[src/rtl/display_multiplexado.sv]
// Time-multiplexed driver for common-anode 7-segment digits.
// Latches a hex value and scans one digit per refresh slot, with decimal point, blank mask and leading-zero suppression.
module display_multiplexado #(
    parameter int unsigned N_DIGITOS         = 4,
    parameter int unsigned DIV_REFRESH       = 50000,
    parameter int unsigned ANODO_ATIVO_BAIXO = 1,
    localparam int unsigned IW = (N_DIGITOS > 1) ? $clog2(N_DIGITOS) : 1
) (
    input  logic                   clock,
    input  logic                   reset,
    input  logic                   carregar,
    input  logic [4*N_DIGITOS-1:0] valor,
    input  logic [N_DIGITOS-1:0]   pontos,
    input  logic [N_DIGITOS-1:0]   apagar,
    input  logic                   supressao_zeros,
    output logic [6:0]             segmentos,
    output logic                   ponto,
    output logic [N_DIGITOS-1:0]   anodos,
    output logic [IW-1:0]          digito_atual
);

    localparam int unsigned PW = (DIV_REFRESH > 1) ? $clog2(DIV_REFRESH) : 1;
    localparam int unsigned VW = 4 * N_DIGITOS;
    localparam logic [N_DIGITOS-1:0] ANODOS_OFF =
        (ANODO_ATIVO_BAIXO != 0) ? {N_DIGITOS{1'b1}} : {N_DIGITOS{1'b0}};

    logic [VW-1:0]        valor_r;
    logic [N_DIGITOS-1:0] pontos_r;
    logic [N_DIGITOS-1:0] apagar_r;
    logic [PW-1:0]        prescaler;

    logic [3:0]           nibble;
    logic                 ponto_sel;
    logic                 apagar_sel;
    logic                 suprimir_sel;
    logic                 zeros_acima;
    logic [N_DIGITOS-1:0] sel;
    logic [6:0]           segmentos_c;
    logic                 ponto_c;
    logic [N_DIGITOS-1:0] anodos_c;

    function automatic logic [6:0] decodifica(input logic [3:0] n);
        logic [6:0] s;
        case (n)
            4'h0: s = 7'b0000001;
            4'h1: s = 7'b1001111;
            4'h2: s = 7'b0010010;
            4'h3: s = 7'b0000110;
            4'h4: s = 7'b1001100;
            4'h5: s = 7'b0100100;
            4'h6: s = 7'b0100000;
            4'h7: s = 7'b0001111;
            4'h8: s = 7'b0000000;
            4'h9: s = 7'b0000100;
            4'hA: s = 7'b0001000;
            4'hB: s = 7'b1100000;
            4'hC: s = 7'b0110001;
            4'hD: s = 7'b1000010;
            4'hE: s = 7'b0110000;
            default: s = 7'b0111000;
        endcase
        return s;
    endfunction

    // Shadow copy of the display contents, reloaded on the load strobe
    always_ff @(posedge clock or posedge reset) begin
        if (reset) begin
            valor_r  <= '0;
            pontos_r <= '0;
            apagar_r <= '0;
        end else if (carregar) begin
            valor_r  <= valor;
            pontos_r <= pontos;
            apagar_r <= apagar;
        end
    end

    // Refresh prescaler and digit scan index
    always_ff @(posedge clock or posedge reset) begin
        if (reset) begin
            prescaler    <= '0;
            digito_atual <= '0;
        end else if (prescaler == PW'(DIV_REFRESH - 1)) begin
            prescaler    <= '0;
            digito_atual <= (digito_atual == IW'(N_DIGITOS - 1)) ? '0 : digito_atual + 1'b1;
        end else begin
            prescaler <= prescaler + 1'b1;
        end
    end

    // Select the current digit; zeros_acima tracks "all nibbles from k upward are zero"
    always_comb begin
        nibble       = '0;
        ponto_sel    = 1'b0;
        apagar_sel   = 1'b0;
        suprimir_sel = 1'b0;
        zeros_acima  = 1'b1;
        sel          = '0;
        for (int k = int'(N_DIGITOS) - 1; k >= 0; k--) begin
            zeros_acima = zeros_acima && (valor_r[4*k +: 4] == 4'h0);
            if (IW'(k) == digito_atual) begin
                nibble       = valor_r[4*k +: 4];
                ponto_sel    = pontos_r[k];
                apagar_sel   = apagar_r[k];
                suprimir_sel = zeros_acima && (k > 0);
                sel[k]       = 1'b1;
            end
        end
    end

    always_comb begin
        segmentos_c = 7'b1111111;
        ponto_c     = 1'b1;
        anodos_c    = ANODOS_OFF;
        if (!(apagar_sel || (supressao_zeros && suprimir_sel))) begin
            segmentos_c = decodifica(nibble);
            ponto_c     = ~ponto_sel;
            anodos_c    = (ANODO_ATIVO_BAIXO != 0) ? ~sel : sel;
        end
    end

    always_ff @(posedge clock or posedge reset) begin
        if (reset) begin
            segmentos <= 7'b1111111;
            ponto     <= 1'b1;
            anodos    <= ANODOS_OFF;
        end else begin
            segmentos <= segmentos_c;
            ponto     <= ponto_c;
            anodos    <= anodos_c;
        end
    end

endmodule

[config.mk]
export PLATFORM = sky130hd
export DESIGN_NAME = display_multiplexado
export DESIGN_NICKNAME = d
export VERILOG_FILES = /design/src/rtl/display_multiplexado.sv
export SDC_FILE = /design/constraint.sdc
export NUM_CORES = 1
export LEC_CHECK = 0
export BUFFER_PORTS_ARGS = -buffer_cell sky130_fd_sc_hd__buf_2
export CAP_MARGIN = 10
export CORE_AREA = 2 2 96 80
export CTS_CLUSTER_DIAMETER = 40
export DETAILED_ROUTE_END_ITERATION = 8
export DIE_AREA = 0 0 98 82
export PLACE_DENSITY = 0.65
export SKIP_CTS_REPAIR_TIMING = 1
export SLEW_MARGIN = 40
export SYNTH_ARGS = -nofsm -noshare
export SYNTH_HDL_FRONTEND = slang
export SYNTH_SLANG_ARGS = --single-unit
[constraint.sdc]
create_clock -name clock -period 2.8 [get_ports clock]
set_input_delay 0.14 -clock clock [delete_from_list [all_inputs] [get_ports clock]]
set_output_delay 0.14 -clock clock [all_outputs]
set_load 0.02 [all_outputs]
==> results.toml <==
[synthesis]
ys.flop_type = "dfrtp_1"
synthXorXnorAreaFrac_pct = 4.463
synthMuxAreaShare_pct = 9.745
syn_inst = 240
synth_top_family_by_area = "simple AND/OR/NAND/NOR gates"
synth-simple-area-share_pct = 16.99
synth_cell_types = 51
ys_seq_elements = 54
ys_warn_count = 0
seq_area_frac_synth_pct = 49.73
syn_area_per_cell_um2 = 11.45
synth_compound_area_share_pct = 10.47
syn_area_mm2 = 0.002748
synth_fp_nets = 279
synth-async-reset-ratio_pct = 100.0
synth_edf_count = 0
synth_fa_ha_area_share_pct = 5.009

[sta]
timing.fmax_ghz = 0.4037
setup_tns_ps = 0
finalMaxSlewViolations = 0
finalSetupViolations = 0
worstMarginPinSlew_ps = 608.4
final.period_utilization_pct = 88.47
timing.final.hold_violations = 0
fin_crit_ps = 2477
clock_skew_ps = 7.855
relSlewSlack_pct = 59.44
rsz0062_at_grt = "no"

[grt]
antenna_found_initial = 0
grt_usage_pct = 14.27
grt-ovfl-total = 0
grt_max_degree = 51
grt_pass1_vias = 1978
grt_pass1_wl_um = 9273

[worst_setup_path]
arrival_ps = 2710
critical_path_class = "flip-flop to flip-flop"
end_kind = "flip-flop"
reg2reg_slack_ps = 320
r2r_start = "digito_atual[0]$_DFFE_PP0N_"
worstSetupStartpointType = "flip-flop"
rr_worst_depth = 9
required_ps = 3030
path_max_fanout = 12
rr_endpoint = "segmentos[3]$_DFF_PP1_"

[routing]
wl_per_cell_um = 14.13
drtIter0Drc = 58
via_per_inst = 5.005
detail-route-antenna-nets = 0
drc = 0
wirelength_um = 5283
drt_pass1_iterations = 4
routed-via-count = 1872

[clock_network]
clk_path_buf_depth = 2
clk_pin_slew_ps = 100
clock_latency_ps = 300
cts.sinks = 54
cts_tree = "yes"
cts_max_level = 2
cts_made_buffers = 5
clockRootBuffer = "clkbuf_8"

[cells_and_area]
num_antenna_cells = 0
area_growth_pct = 15.94
fillerInstances = 683
layout-drive-gt1-share_pct = 37.32
nets = 322
instances_no_fill = 374

[placed_design]
gp_routability_congestion = 0.7764
placedCellCount = 365
io_buffers = 41
post-dp-hpwl_um = 3934

[power]
p_total_mw = 1.723
vdd_drop_max_v = 0.0001768
p_per_area_mw_per_mm2 = 541.0
power.leakage_nw = 1.406

[die]
io_pins = 42
rows = 28
core_area_mm2 = 0.007112
die_h_um = 82
dieArea_mm2 = 0.008036
die_x_um = 98
start_util_pct = 38.63

[flow_run]
drv_cap = 0

[hold_path]
worstHoldEndpoint = "apagar_r[0]$_DFFE_PP0P_"
whs_path_depth = 3
min-delay-start = "apagar[0]"
hp-class = "input pin to flip-flop"

[outcome]
status = "complete, no violations"
-- cells in the final DEF (no fill, tap or decap), types with 3 or more instances in the layout --
master and n:
a211o_1 3, a21oi_1 6, buf_2 41, clkbuf_8 6, dfrtp_1 42, dfstp_2 12
ha_1 11, inv_1 12, mux2_2 22, nand2_1 24, nand3_1 5, nor2_1 21
nor2b_1 3, nor3_1 5, nor4_1 3, o21ai_0 7, xnor2_1 8, xor2_1 6
-- area by class of cell --
class / instances / area (um2) / area share [%]
Sequential cell: 54 / 1366 / 42.89
Multi-Input combinational cell: 165 / 1282 / 40.26
Timing Repair Buffer: 44 / 230.2 / 7.227
Tap cell: 90 / 112.6 / 3.535
Clock buffer: 6 / 82.58 / 2.592
Clock inverter: 2 / 60.06 / 1.885
Inverter: 13 / 51.30 / 1.610
-- registers in the layout, indices dropped and copies added, names as in the netlist --
signal / flops
anodos: 4
apagar_r: 4
digito_atual: 2
ponto: 1
pontos_r: 4
prescaler: 16
segmentos: 7
valor_r: 16
-- cells by family after synthesis --
kind of cell | count (synthesis)
flops | 54
fa+ha+maj | 11
xor+xnor | 14
simple gates | 83
buf+inv | 21
compound gates | 33
mux | 24
-- through the flow --
stage                     util (%)  area, um2  hold WS (ps)  setup WS (ps)
after floorplan                  -       2748         261.0          509.1
after global placement       42.61       3030         352.0          444.6
after detailed placement     42.65       3033         268.7          344.7
after CTS                    44.65       3176        -63.36          323.9
after global routing         44.79       3186         62.52          153.0
final                        44.79       3186         56.03          322.8
-- power by group --
group          switching, mW  internal, mW
clock                  0.247         0.381
combinational          0.122        0.0956
sequential            0.0318         0.846
total                  0.401          1.32
-- synthesized netlist by cell type, types with 3 or more instances --
master     n  area [um2]
a211o_1    3       26.28
a21oi_1    6       30.03
buf_4      3       22.52
clkbuf_1   3       11.26
dfrtp_1   42        1051
dfstp_2   12       315.3
ha_1      11       137.6
inv_1     13       48.80
mux2_2    22       247.7
nand2_1   24       90.09
nand3_1    5       25.02
nor2_1    21       78.83
nor2b_1    3       18.77
nor3_1     5       25.02
nor4_1     3       18.77
o21ai_0    7       35.03
xnor2_1    8       70.07
xor2_1     6       52.55
-- metal layers --
metal / up-vias / routed length (um) / GRT usage, %
li1: 918 / - / -
met5: - / 0 / 0
met2: 33 / 2431 / 24.18
met3: 5 / 258 / 3.234
met1: 916 / 2542 / 18.70
met4: 0 / 50 / 3.750
-- worst max-delay path by stage --
stage | start | cells after the start | slack [ps] | end
after floorplan | digito_atual[0]$_DFFE_PP0N_ | 10 | 510 | segmentos[3]$_DFF_PP1_
after global placement | digito_atual[0]$_DFFE_PP0N_ | 9 | 440 | segmentos[3]$_DFF_PP1_
after detailed placement | digito_atual[0]$_DFFE_PP0N_ | 9 | 340 | segmentos[3]$_DFF_PP1_
after CTS | digito_atual[0]$_DFFE_PP0N_ | 9 | 320 | segmentos[3]$_DFF_PP1_
after global routing | digito_atual[0]$_DFFE_PP0N_ | 8 | 150 | segmentos[2]$_DFF_PP1_
final | digito_atual[0]$_DFFE_PP0N_ | 9 | 320 | segmentos[3]$_DFF_PP1_
-- critical path: stages (launching register included) --
cell	delay, ps
dfrtp_1	430
inv_1	120
ha_1	510
nor2_2	170
a221oi_4	360
inv_1	160
ha_1	310
nand2_1	50
and3_1	180
o21ai_1	110
Power figures use the tool's default switching activity.
